$ cat src/rtl/gp_to_fp_unit_sp_pkg.sv
// Shared types and FloPoCo constants for the GP-to-FP conversion unit.
// cva5_types holds issue-side types; gp_to_fp_unit_sp_pkg holds FPU constants.
package cva5_types;

   localparam int ID_W = 3;

   typedef logic [ID_W-1:0] id_t;

   typedef enum logic [1:0] {
      FPCVT_FROM_I_OP = 2'd0,
      FPCVT_FROM_U_OP = 2'd1,
      FP_FROM_IEEE_OP = 2'd2
   } gp_to_fp_op_t;

   typedef struct packed {
      logic [31:0]  rs1;
      gp_to_fp_op_t op;
   } gp_to_fp_inputs_t;

endpackage

package gp_to_fp_unit_sp_pkg;

   localparam int FLOPOCO_W = 34;

   localparam logic [1:0] FLOPOCO_ZERO   = 2'b00;
   localparam logic [1:0] FLOPOCO_NORMAL = 2'b01;
   localparam logic [1:0] FLOPOCO_INF    = 2'b10;
   localparam logic [1:0] FLOPOCO_NAN    = 2'b11;

   localparam int FP_BIAS = 127;

   // Exponent of a 32-bit integer whose MSB lands on bit 31 (lz = 0)
   localparam logic [7:0] EXP_MAX_INT = 8'(FP_BIAS + 31);

   function automatic logic [31:0] abs32(input logic [31:0] x);
      return x[31] ? (~x + 32'd1) : x;
   endfunction

endpackage

$ cat src/rtl/gp_to_fp_unit_sp_if.sv
// Issue and writeback handshake interfaces used by execution units.
// The unit modport is the execution-unit side of each bundle.
interface unit_issue_interface;
   import cva5_types::*;

   logic new_request;
   id_t  id;
   logic ready;

   modport unit (input new_request, input id, output ready);
   modport decode (output new_request, output id, input ready);
endinterface

interface unit_writeback_interface;
   import cva5_types::*;
   import gp_to_fp_unit_sp_pkg::*;

   logic [FLOPOCO_W-1:0] rd;
   id_t                  id;
   logic                 done;
   logic                 ack;

   modport unit (output rd, output id, output done, input ack);
   modport wb (input rd, input id, input done, output ack);
endinterface

$ cat src/rtl/gp_to_fp_unit_sp_lzc32.sv
// Combinational 32-bit leading-zero counter; an all-zero input yields 32.
// Scanning upward lets the highest set bit win.
module lzc32 (
   input  logic [31:0] a_i,
   output logic [5:0]  lz_o
);

   always_comb begin
      lz_o = 6'd32;
      for (int i = 0; i < 32; i++) begin
         if (a_i[i])
            lz_o = 6'(31 - i);
      end
   end

endmodule

$ cat src/rtl/gp_to_fp_unit_sp.sv
// Two-stage int/IEEE to FloPoCo SP converter with full backpressure.
// Optional fflags output enabled by GP_TO_FP_FLAGS_EN.
module gp_to_fp_unit_sp
   import cva5_types::*;
   import gp_to_fp_unit_sp_pkg::*;
(
   input  logic                  clk,
   input  logic                  rst,
   input  gp_to_fp_inputs_t      inputs,
   unit_issue_interface.unit     issue,
   unit_writeback_interface.unit wb
`ifdef GP_TO_FP_FLAGS_EN
   ,
   output logic [4:0]            fflags
`endif
);

   logic adv2;
   logic en1;

   logic                 v1_q;
   id_t                  id1_q;
   gp_to_fp_op_t         op1_q;
   logic                 sign1_q;
   logic [31:0]          data1_q;
   logic [5:0]           lz1_q;

   logic                 v2_q;
   id_t                  id2_q;
   logic [FLOPOCO_W-1:0] rd2_q;

   assign adv2 = !v2_q || wb.ack;
   assign en1  = !v1_q || adv2;

   assign issue.ready = en1;
   assign wb.done     = v2_q;
   assign wb.id       = id2_q;
   assign wb.rd       = rd2_q;

   logic        sign_d;
   logic [31:0] mag;
   logic [5:0]  lz_d;
   logic [31:0] norm;
   logic [31:0] data1_d;

   always_comb begin
      sign_d = 1'b0;
      mag    = inputs.rs1;
      unique case (inputs.op)
         FPCVT_FROM_I_OP: begin
            sign_d = inputs.rs1[31];
            mag    = abs32(inputs.rs1);
         end
         FPCVT_FROM_U_OP: begin
            sign_d = 1'b0;
            mag    = inputs.rs1;
         end
         default: begin
            sign_d = 1'b0;
            mag    = inputs.rs1;
         end
      endcase
   end

   lzc32 u_lzc (
      .a_i  (mag),
      .lz_o (lz_d)
   );

   assign norm = mag << lz_d;

   // IEEE sources skip normalization and carry their raw bits forward
   assign data1_d = (inputs.op == FP_FROM_IEEE_OP) ? inputs.rs1 : norm;

   logic        is_ieee1;
   logic        int_zero;
   logic [22:0] frac;
   logic        g;
   logic        s;
   logic        up;
   logic        carry;
   logic [22:0] frac_r;
   logic [7:0]  exp_i;
   logic [FLOPOCO_W-1:0] rd_int;

   assign is_ieee1 = (op1_q == FP_FROM_IEEE_OP);

   // lz reaches 32 only for a zero magnitude
   assign int_zero = lz1_q[5];
   assign frac     = data1_q[30:8];
   assign g        = data1_q[7];
   assign s        = |data1_q[6:0];
   assign up       = g && (s || frac[0]);

   assign {carry, frac_r} = {1'b0, frac} + 24'(up);
   assign exp_i = EXP_MAX_INT - {2'b00, lz1_q} + {7'd0, carry};

   assign rd_int = int_zero ? '0
                 : {FLOPOCO_NORMAL, sign1_q, exp_i, frac_r};

   logic [7:0]  e;
   logic [22:0] f;
   logic        e_max;
   logic        e_zero;
   logic        f_zero;
   logic [FLOPOCO_W-1:0] rd_ieee;

   assign e      = data1_q[30:23];
   assign f      = data1_q[22:0];
   assign e_max  = (e == 8'hFF);
   assign e_zero = (e == 8'h00);
   assign f_zero = (f == 23'd0);

   always_comb begin
      rd_ieee = {FLOPOCO_NORMAL, data1_q};
      unique case (1'b1)
         e_max && f_zero:  rd_ieee = {FLOPOCO_INF, data1_q};
         e_max && !f_zero: rd_ieee = {FLOPOCO_NAN, data1_q};
         e_zero:           rd_ieee = {FLOPOCO_ZERO, data1_q[31], 31'd0};
         default:          rd_ieee = {FLOPOCO_NORMAL, data1_q};
      endcase
   end

   logic [FLOPOCO_W-1:0] rd2_d;

   assign rd2_d = is_ieee1 ? rd_ieee : rd_int;

   always_ff @(posedge clk) begin
      if (rst) begin
         v1_q <= 1'b0;
         v2_q <= 1'b0;
      end else begin
         if (en1)
            v1_q <= issue.new_request;
         if (adv2)
            v2_q <= v1_q;
      end
   end

   always_ff @(posedge clk) begin
      if (en1) begin
         id1_q   <= issue.id;
         op1_q   <= inputs.op;
         sign1_q <= sign_d;
         data1_q <= data1_d;
         lz1_q   <= lz_d;
      end
      if (adv2) begin
         id2_q <= id1_q;
         rd2_q <= rd2_d;
      end
   end

`ifdef GP_TO_FP_FLAGS_EN
   logic       uf_d;
   logic       nx_d;
   logic [4:0] flags2_q;

   always_comb begin
      uf_d = 1'b0;
      nx_d = 1'b0;
      if (is_ieee1) begin
         uf_d = e_zero && !f_zero;
         nx_d = e_zero && !f_zero;
      end else begin
         nx_d = !int_zero && (g || s);
      end
   end

   always_ff @(posedge clk) begin
      if (adv2)
         flags2_q <= {3'b000, uf_d, nx_d};
   end

   assign fflags = flags2_q;
`endif

endmodule

$ cat src/flat_wrapper.sv
// flat-port wrapper written by rule: the top's interface ports become plain ports
module gp_to_fp_unit_sp_flat import cva5_types::*; import gp_to_fp_unit_sp_pkg::*;
  (clk, rst, inputs, issue_new_request, issue_id, issue_ready, wb_rd, wb_id, wb_done, wb_ack);
  unit_issue_interface issue_i ();
  unit_writeback_interface wb_i ();
  input  logic clk;
  input  logic rst;
  input  gp_to_fp_inputs_t inputs;
  input wire logic [$bits(issue_i.new_request)-1:0] issue_new_request;
  input wire logic [$bits(issue_i.id)-1:0] issue_id;
  output wire logic [$bits(issue_i.ready)-1:0] issue_ready;
  output wire logic [$bits(wb_i.rd)-1:0] wb_rd;
  output wire logic [$bits(wb_i.id)-1:0] wb_id;
  output wire logic [$bits(wb_i.done)-1:0] wb_done;
  input wire logic [$bits(wb_i.ack)-1:0] wb_ack;
  assign issue_i.new_request = issue_new_request;
  assign issue_i.id = issue_id;
  assign issue_ready = issue_i.ready;
  assign wb_rd = wb_i.rd;
  assign wb_id = wb_i.id;
  assign wb_done = wb_i.done;
  assign wb_i.ack = wb_ack;
  gp_to_fp_unit_sp u_core (.clk(clk), .rst(rst), .inputs(inputs), .issue(issue_i), .wb(wb_i));
endmodule
$ cat config.mk
export PLATFORM = sky130hd
export DESIGN_NAME = gp_to_fp_unit_sp_flat
export DESIGN_NICKNAME = d
export VERILOG_FILES = /design/src/rtl/gp_to_fp_unit_sp_pkg.sv /design/src/rtl/gp_to_fp_unit_sp_if.sv /design/src/rtl/gp_to_fp_unit_sp_lzc32.sv /design/src/rtl/gp_to_fp_unit_sp.sv /design/src/flat_wrapper.sv
export SDC_FILE = /design/constraint.sdc
export NUM_CORES = 1
export LEC_CHECK = 0
export CAP_MARGIN = 15
export CORE_ASPECT_RATIO = 1.75
export CORE_UTILIZATION = 60
export CTS_BUF_LIST = sky130_fd_sc_hd__clkbuf_4 sky130_fd_sc_hd__clkbuf_8
export DETAILED_ROUTE_END_ITERATION = 6
export GPL_TIMING_DRIVEN = 0
export PLACE_DENSITY_LB_ADDON = 0.2
export SLEW_MARGIN = 25
export SYNTH_ARGS = -nofsm -noshare
export SYNTH_HDL_FRONTEND = slang
export SYNTH_HIERARCHICAL = 1
export SYNTH_SLANG_ARGS = --single-unit
$ cat constraint.sdc
create_clock -name clk -period 16.6 [get_ports clk]
set_clock_uncertainty 0.2 [all_clocks]
set_input_delay 3.32 -clock clk [delete_from_list [all_inputs] [get_ports clk]]
set_output_delay 3.32 -clock clk [all_outputs]
set_load 0.05 [all_outputs]
==> results.md, run 1 <==
* Status: finished clean
* CP endpoint kind: flop
* Most frequent cells in the layout: nand2_1, edfxtp_1, nor2_1
* CTS sink cnt at 83
* Final GP Congestion at 1.18
* Least-Margin Pin Slew at 0.920 ns
* Post-Syn Area at 7450 sq um
* P_leak at 2.99 nW
* CTS Buffer Depth at 2
* Crit path kind: primary input to flop
* Final Hold Fails at 0
* DR WL/cell at 27.8 um
* DRC errors left at 0
* Reg2Reg Setup Slack at 13.06 ns
* CP Max Fanout at 10
* Pre-CTS setup slack at 5.21 ns
* Drt initial violations at 1,240
* Gr ovfl total at 0
* Initial antenna violation count at 1
* # IOs at 80
* Worst reg2reg startpoint: u_core/data1_q[7]
* H-Tree Depth at 3
* Hold Worst Slack at 0.225 ns
* Post-layout min period at 11.68 ns
* Max Slew Vio Count at 0
* Worst path arrival time at 11.54 ns
* Hold crit path type: flop to flop
* Hold path cells at 0
* Drt total wl at 31,600 um
* Unique cell type count in the Yosys netlist at 82
* Root buf cell: clkbuf_8
* Unrepaired setup endpoints after global routing: no
* Nets at 1,015
* Required @ worst endpoint at 16.46 ns
* Syn_nets at 933
* CP startpoint kind: primary input
* Period Utilization, post-route at 0.704
* CTS tree: built
* Setup Buffers After CTS at 0
* Final worst slack at 4.92 ns
* Post-Syn Area per Cell at 8.39 sq um
* Hold EP: u_core/wb.id[1]
* Die Y at 149 um
* Skew-Pair Late Insertion Delay at 0.36 ns
* IO Port Bufs at 68
* Die area at 12,900 sq um
* Cts hold-fix bufs at 0
* CTS resizes at 0
* First-pass iteration count of the detailed router at 7
* Reg2reg path depth at 11
* Setup violators final at 0
* First-pass GRT wire length at 48,200 um
* Row count at 53
* Hold_sp: u_core/id1_q[1]
* Dpl hpwl at 24,500 um
* Worst VDD drop at 0.0000475 V
* Initial Util at 0.617
* Vias in the first global route at 8,259
* Via/cell ratio at 7.41
* Predominant post-synthesis flop cell: edfxtp_1
* Synthesis-to-finish area growth at 15.5%
* Synthesized instance count at 888
* Power per cell area at 94.0 nW/um^2
* Number of flops mapped to enable cells by yosys at 81
* Fmax at 0.0856 GHz
* FF+latch count, synth at 83
* Final ANT Viol Nets at 0
* Async S/R FF share, synth at 0
* Die W at 86.2 um
* Most common cell after layout, fill and taps aside: nand2_1
* Via count at 8,442
* Sequential cell area fraction in the yosys report at 0.332
* Maxcap violations at 0
* Core region area at 12,100 sq um
* Worst R2R End: u_core/wb.rd[27]
* CTS clk-pin slew, worst paths at 0.08 ns
* Gr usage total at 0.504
* Diodes inserted at 0
* Syn. warnings at 6
* Max-slew headroom at 0.369
* Share of cells above drive strength 1 at 0.0779
* Setup TNS at 0 ns
* Pin count of the biggest net entering global routing at 38
* Total CTS buffers at 9
## sequential cells by signal (all words and copies together), names as in the netlist
register and flops:
u_core/data1_q 32, u_core/id1_q 3, u_core/lz1_q 6, u_core/op1_q 2
u_core/sign1_q 1, u_core/v1_q 1, u_core/wb.done 1, u_core/wb.id 3
u_core/wb.rd 34
## stage by stage
step | util | cells | instance area [sq um] | power (mW)
4_1_cts | 0.711 | 1139 | 8580 | 0.785
5_1_grt | 0.713 | 1140 | 8600 | 0.831
6_report | 0.713 | 1140 | 8600 | 0.808
3_3_place_gp | 0.691 | 1121 | 8340 | 0.633
2_1_floorplan | - | 888 | 7450 | 0.514
3_5_place_dp | 0.693 | 1123 | 8370 | 0.641
## final cells by class
cell class	count	area, sq um
fill	965	3470
timing repair buffer	71	713
inverter	32	120
clock buffer	12	159
multi-input combinational	705	4610
clock inverter	4	48.8
buffer	68	272
tap	165	206
sequential	83	2470
## worst max path at each step
stage               startpoint                 end  slack, ns  cells after the start
finish               inputs[0]  u_core/data1_q[31]       4.92                     20
global route        inputs[33]  u_core/data1_q[31]       5.08                     20
CTS                 inputs[33]  u_core/data1_q[31]       5.58                     20
detailed placement  inputs[33]  u_core/data1_q[31]       5.21                     20
global placement    inputs[33]  u_core/data1_q[31]       5.12                     20
floorplan            inputs[2]  u_core/data1_q[21]       8.32                     22
## where the power goes
group | internal, mW | switching [mW]
combinational | 0.113 | 0.236
clock | 0.0791 | 0.0694
sequential | 0.275 | 0.0355
total | 0.468 | 0.340
## cell usage after synthesis, types with 8 or more instances
master      n  area share
a211oi_1    9      0.0091
a21oi_1    44       0.030
a22o_1     11       0.013
a31oi_1    11      0.0092
and3_1      9      0.0076
clkbuf_1   54       0.027
edfxtp_1   81        0.33
inv_1      30       0.015
mux2_2     14       0.021
mux2i_1    27       0.036
nand2_1   101       0.051
nand3_1    25       0.017
nand4_1    10      0.0084
nor2_1     80       0.040
nor3_1     24       0.016
nor4_1     24       0.020
o211ai_1   15       0.015
o21ai_0    66       0.044
o31ai_1    11       0.011
or2_2       8      0.0067
or3_1      10      0.0084
or4_1       8      0.0081
xnor2_1    27       0.032
xor2_1     21       0.025
## critical path, stage by stage
cell             delay (ns)
clkdlybuf4s50_1        0.72
or3b_2                 0.63
inv_1                  0.15
buf_2                  0.34
clkbuf_1               0.57
o21ai_0                0.25
xnor2_1                0.66
o31ai_1                0.22
or4_1                  0.49
nor3_1                 0.13
a21o_1                 0.44
clkbuf_1               0.49
clkbuf_1               0.60
clkbuf_1               0.65
o21ai_0                0.21
nand3_1                0.24
mux2i_1                0.22
mux2i_1                0.59
a2bb2oi_1              0.38
a311oi_1               0.22
## cell families after synthesis
| kind of cell | after synthesis | synth area share |
|---|---|---|
| flip-flops | 83 | 0.332 |
| buffers and inverters | 100 | 0.0526 |
| XOR/XNOR | 48 | 0.0564 |
| AO/OA/AOI/OAI | 265 | 0.249 |
| AND/OR/NAND/NOR | 343 | 0.233 |
| multiplexers | 45 | 0.0695 |
| adder cells (fa/ha/maj) | 4 | 0.00672 |
## layer usage
layer	up-vias	track usage	part of all wire
met3	322	0.109	0.094
met1	3779	0.496	0.30
met4	0	0.545	0.15
met2	785	0.824	0.46
li1	3556	-	-
met5	-	0	0
Power figures use the tool's default switching activity.
==> run 2: changes to the inputs <==
--- a/config.mk
+++ b/config.mk
@@ -7,7 +7,7 @@
 export LEC_CHECK = 0
 export CAP_MARGIN = 15
 export CORE_ASPECT_RATIO = 1.75
-export CORE_UTILIZATION = 60
+export CORE_UTILIZATION = 54
 export CTS_BUF_LIST = sky130_fd_sc_hd__clkbuf_4 sky130_fd_sc_hd__clkbuf_8
 export DETAILED_ROUTE_END_ITERATION = 6
 export GPL_TIMING_DRIVEN = 0
==> constraint.sdc (replaced) <==
create_clock -name clk -period 10.7 [get_ports clk]
set_clock_uncertainty 0.2 [all_clocks]
set_input_delay 2.14 -clock clk [delete_from_list [all_inputs] [get_ports clk]]
set_output_delay 2.14 -clock clk [all_outputs]
set_load 0.05 [all_outputs]
==> results.md, run 2 (synthesis gave the netlist of run 1 again) <==
* Final GP Congestion at 1.13 (-3.9%)
* Gr ovfl total at 0 (unchanged)
* Gr usage total at 0.460 (-0.0437)
* Maxcap violations at 0 (unchanged)
* CTS Buffer Depth at 2 (unchanged)
* Diodes inserted at 0 (unchanged)
* Crit. Startpoint: inputs[33]
* CP startpoint kind: primary input
* Synthesis-to-finish area growth at 15.7%
* Most common cell after layout, fill and taps aside: nand2_1
* Reg2Reg Setup Slack at 7.13 ns (-5.93 ns)
* Power per cell area at 147 nW/um^2 (+56%)
* Pin count of the biggest net entering global routing at 38 (unchanged)
* CP Max Fanout at 10 (unchanged)
* Hold Worst Slack at 0.232 ns (+0.00697 ns)
* Die Y at 157 um (+5.3%)
* Final worst slack at 0.110 ns (-4.81 ns)
* Placed cell count at 1,132 (+0.80%)
* CTS tree: built
* Root buf cell: clkbuf_8
* Skew-Pair Late Insertion Delay at 0.36 ns (about the same)
* # IOs at 80 (unchanged)
* Status: finished clean
* Nets at 1,014 (-0.099%)
* Util after Layout at 0.640 (-0.0723)
* Dpl hpwl at 25,000 um (+2.3%)
* Max reg flops at 34 (unchanged)
* Final Instance Area at 8620 sq um (+0.16%)
* Most frequent cells in the layout: nand2_1, edfxtp_1, nor2_1
* Drt initial violations at 952 (-23%)
* Vias in the first global route at 8,054 (-2.5%)
* Cts hold-fix bufs at 0 (unchanged)
* Via/cell ratio at 7.25 (-2.1%)
* Worst VDD drop at 0.0000832 V (+75%)
* Share of cells above drive strength 1 at 0.0749 (-0.00300)
* Worst path arrival time at 10.42 ns (-1.12 ns)
* CP endpoint kind: flop
* Initial antenna violation count at 0 (-1)
* Die area at 14,300 sq um (+11%)
* Reg2reg path depth at 11 (unchanged)
* Total CTS buffers at 9 (unchanged)
* Die W at 90.8 um (+5.3%)
* Hold_sp: u_core/id1_q[0]
* Via count at 8,319 (-1.5%)
* Final Hold Fails at 0 (unchanged)
* Post-layout min period at 10.59 ns
* CTS clk-pin slew, worst paths at 0.09 ns (about the same)
* H-Tree Depth at 3 (unchanged)
* First-pass GRT wire length at 47,800 um (-0.86%)
* Unrepaired setup endpoints after global routing: no
* IO Port Bufs at 68 (unchanged)
* Final ANT Viol Nets at 0 (unchanged)
* Worst reg2reg startpoint: u_core/data1_q[7]
* Initial Util at 0.554 (-0.0635)
* Pwr Total at 1.27 mW (+57%)
* Required @ worst endpoint at 10.53 ns (-5.93 ns)
* CTS sink cnt at 83 (unchanged)
* Least-Margin Pin Slew at 1.23 ns (+0.310 ns)
* Setup TNS at 0 ns (unchanged)
* DRC errors left at 0 (unchanged)
* Final Non-Filler Cells at 1,148 (+0.70%)
* Setup Buffers After CTS at 0 (unchanged)
* Max Slew Vio Count at 0 (unchanged)
* CTS resizes at 0 (unchanged)
* Hold crit path type: flop to flop
* DR WL/cell at 28.4 um (+2.3%)
* First-pass iteration count of the detailed router at 6 (-1)
* Row count at 56 (+5.7%)
* P_leak at 2.99 nW (about the same)
* Crit path kind: primary input to flop
* Core region area at 13,500 sq um (+11%)
* Fmax at 0.0944 GHz
* Setup violators final at 0 (unchanged)
* Period Utilization, post-route at 0.990
* Pre-CTS setup slack at 0.449 ns (-4.76 ns)
* Worst R2R End: u_core/wb.rd[27]
* Hold EP: u_core/wb.id[0]
* Post-DP Area at 8390 sq um (+0.21%)
* Max-slew headroom at 0.170 (-0.199)
* Hold path cells at 0 (unchanged)
* Drt total wl at 32,600 um (+3.0%)
-- run 2: worst max path at each step --
stage / to / slack [ns]
6_report: u_core/data1_q[31] / 0.11
5_1_grt: u_core/data1_q[25] / 0.09
4_1_cts: u_core/data1_q[20] / 0.80
3_5_place_dp: u_core/data1_q[20] / 0.45
3_3_place_gp: u_core/data1_q[20] / 0.40
2_1_floorplan: u_core/data1_q[21] / 3.60
-- run 2: area by class of cell --
type	instances	area (sq um)
Timing Repair Buffer	70	706
Tap cell	174	218
Clock buffer	9	124
Fill cell	1209	4840
Inverter	32	120
Buffer	68	272
Clock inverter	7	98.8
Sequential cell	83	2470
Multi-Input combinational cell	705	4610
-- run 2: layer usage --
metal,share of wire,global-route usage,up-vias,wire (um)
met4,0.12,0.485,0,4050
met1,0.30,0.428,3854,9920
met2,0.49,0.813,644,16000
met3,0.082,0.0831,256,2660
met5,0,0,-,0
li1,-,-,3565,-
-- run 2: worst max-delay path, cell delays in order --
cell             delay (ns)
clkdlybuf4s50_1        0.89
or3b_2                 0.55
inv_1                  0.17
buf_2                  0.35
clkbuf_1               0.60
o21ai_0                0.24
xnor2_1                0.62
o31ai_1                0.31
or4_1                  0.52
nor3_1                 0.16
a21o_1                 0.47
clkbuf_1               0.55
clkbuf_1               0.58
clkbuf_1               0.65
o21ai_0                0.24
nand3_1                0.23
mux2i_1                0.18
mux2i_1                0.42
a2bb2oi_1              0.27
a311oi_1               0.27
-- run 2: where the power goes --
group | internal [mW] | switching [mW]
combinational | 0.175 | 0.362
clock | 0.133 | 0.116
sequential | 0.427 | 0.0525
==> run 3: changes to the inputs <==
--- a/config.mk
+++ b/config.mk
@@ -12,7 +12,7 @@
 export DETAILED_ROUTE_END_ITERATION = 6
 export GPL_TIMING_DRIVEN = 0
 export PLACE_DENSITY_LB_ADDON = 0.2
-export SLEW_MARGIN = 25
+export SLEW_MARGIN = 10
 export SYNTH_ARGS = -nofsm -noshare
 export SYNTH_HDL_FRONTEND = slang
 export SYNTH_HIERARCHICAL = 1
==> results.md, run 3 (synthesis gave the netlist of run 1 again) <==
* Combinational share of power at 0.434 (+0.010)
* Pre-CTS setup slack at 0.462 ns (+0.0135 ns)
* DR WL/cell at 28.1 um (-0.94%)
* Sw frac at 0.424 (+0.00490)
* Final Hold Fails at 0 (unchanged)
* First-pass iteration count of the detailed router at 7 (+1)
* Synthesis-to-finish area growth at 15.7% (about the same)
* Period Utilization, post-route at 0.997 (+0.00747)
* Power per cell area at 144 nW/um^2 (-2.3%)
* Util after Layout at 0.641 (about the same)
* Internal at 0.712 mW (-3.1%)
* Row count at 56 (unchanged)
* Crit path kind: primary input to flop
* Gr usage total at 0.457 (-0.00291)
* Cts hold-fix bufs at 0 (unchanged)
* Final Non-Filler Cells at 1,151 (+0.26%)
* Worst reg2reg startpoint: u_core/data1_q[7]
* Worst path arrival time at 10.50 ns (+0.08 ns)
* Worst R2R End: u_core/wb.rd[27]
* Maxcap violations at 0 (unchanged)
* Fmax at 0.0937 GHz (-0.75%)
* P_leak at 2.99 nW (+0.13%)
* First-pass GRT wire length at 47,400 um (-0.87%)
* CTS clk-pin slew, worst paths at 0.09 ns (about the same)
* Max reg flops at 34 (unchanged)
* Setup violators final at 0 (unchanged)
* Drt total wl at 32,400 um (-0.68%)
* # IOs at 80 (unchanged)
* Drt initial violations at 1,062 (+12%)
* Most frequent cells in the layout: nand2_1, edfxtp_1, nor2_1
* CP startpoint kind: primary input
* Die area at 14,300 sq um (unchanged)
* Worst VDD drop at 0.0000671 V (-19%)
* Setup TNS at 0 ns (unchanged)
* Placed cell count at 1,132 (unchanged)
* CP Max Fanout at 10 (unchanged)
* Hold crit path type: flop to flop
* Post-layout min period at 10.67 ns (+0.0799 ns)
* Net Sw Power at 0.524 mW (-1.2%)
* Reg2reg path depth at 11 (unchanged)
* CTS tree: built
* Max Slew Vio Count at 0 (unchanged)
* Final worst slack at 0.0305 ns (-0.0799 ns)
* IO Port Bufs at 68 (unchanged)
* Die Y at 157 um (unchanged)
* Dpl hpwl at 24,900 um (-0.42%)
* Pin count of the biggest net entering global routing at 39 (+2.6%)
* Root buf cell: clkbuf_8
* Final GP Congestion at 1.13 (unchanged)
* Via count at 8,357 (+0.46%)
* Initial antenna violation count at 1 (+1)
* Die W at 90.8 um (unchanged)
* Initial Util at 0.554 (unchanged)
* Least-Margin Pin Slew at 1.13 ns (-0.104 ns)
* Reg2Reg Setup Slack at 7.13 ns (about the same)
* Core region area at 13,500 sq um (unchanged)
* Crit path to: u_core/data1_q[31]
* Reg power frac at 0.387 (+0.008)
* Share of cells above drive strength 1 at 0.0748 (-0.000154)
* CTS resizes at 0 (unchanged)
* Vias in the first global route at 8,075 (+0.26%)
* Required @ worst endpoint at 10.53 ns (about the same)
* Most common cell after layout, fill and taps aside: nand2_1
* Final ANT Viol Nets at 0 (unchanged)
* Status: finished clean
* CTS Buffer Depth at 2 (unchanged)
* Gr ovfl total at 0 (unchanged)
* Crit. Startpoint: inputs[33]
* Nets at 1,016 (+0.20%)
* CTS sink cnt at 83 (unchanged)
* Unrepaired setup endpoints after global routing: no
* Skew-Pair Late Insertion Delay at 0.35 ns (about the same)
* DRC errors left at 0 (unchanged)
* CP endpoint kind: flop
* Clk network pwr share at 0.178 (-0.019)
* H-Tree Depth at 3 (unchanged)
* Layout filler cell count at 1,191 (-1.5%)
* Setup Buffers After CTS at 0 (unchanged)
* Total CTS buffers at 9 (unchanged)
* Pwr Total at 1.24 mW (-2.3%)
* Via/cell ratio at 7.26 (+0.19%)
* Max-slew headroom at 0.243 (+0.0726)
[run 3: per-layer routing]
metal / track usage / part of all wire
met1: 0.419 / 0.31
met2: 0.797 / 0.48
met3: 0.0957 / 0.082
met4: 0.500 / 0.14
met5: 0 / 0
[run 3: power groups by stage]
stage	sequential (mW)	combinational (mW)	clock, mW
floorplan	0.561	0.237	0
CTS	0.477	0.507	0.222
detailed placement	0.484	0.506	0
global placement	0.482	0.504	0
finish	0.479	0.537	0.220
global route	0.484	0.554	0.233
[run 3: per-stage QoR]
step	instance area (sq um)	hold WS (ns)
after floorplan	7450	0.200
after global placement	8350	0.206
after detailed placement	8400	0.212
after CTS	8600	0.232
after global routing	8620	0.241
final	8620	0.232
[run 3: how the worst min path moves through the flow]
stage / start / cells after the start / slack [ns] / to
finish: u_core/id1_q[2] / 0 / 0.23 / u_core/wb.id[2]
floorplan: u_core/id1_q[0] / 0 / 0.20 / u_core/wb.id[0]
detailed placement: u_core/id1_q[2] / 0 / 0.21 / u_core/wb.id[2]
global placement: u_core/id1_q[1] / 0 / 0.21 / u_core/wb.id[1]
global route: u_core/id1_q[2] / 0 / 0.24 / u_core/wb.id[2]
CTS: u_core/id1_q[2] / 0 / 0.23 / u_core/wb.id[2]
[run 3: layout make-up]
| class | instances | area (sq um) | area share |
|---|---|---|---|
| clock inverters | 7 | 76.3 | 0.00886 |
| inverters | 32 | 120 | 0.0139 |
| plain buffers | 68 | 272 | 0.0315 |
| repair buffers | 72 | 741 | 0.0859 |
| multi-input cells | 705 | 4590 | 0.533 |
| diodes | 1 | 2.50 | 0.000290 |
| flip-flops and latches | 83 | 2470 | 0.287 |
| clock buffers | 9 | 124 | 0.0144 |
| well taps | 174 | 218 | 0.0253 |
[run 3: worst max-delay path, cell delays in order]
cell             delay [ns]
clkdlybuf4s50_1        0.91
or3b_2                 0.55
inv_1                  0.17
buf_2                  0.34
clkbuf_1               0.59
o21ai_0                0.24
xnor2_1                0.56
o31ai_1                0.30
or4_1                  0.52
nor3_1                 0.14
a21o_1                 0.47
clkbuf_1               0.56
clkbuf_1               0.56
clkbuf_1               0.58
clkbuf_1               0.67
o2111a_1               0.34
a2111oi_2              0.09
a311oi_1               0.74
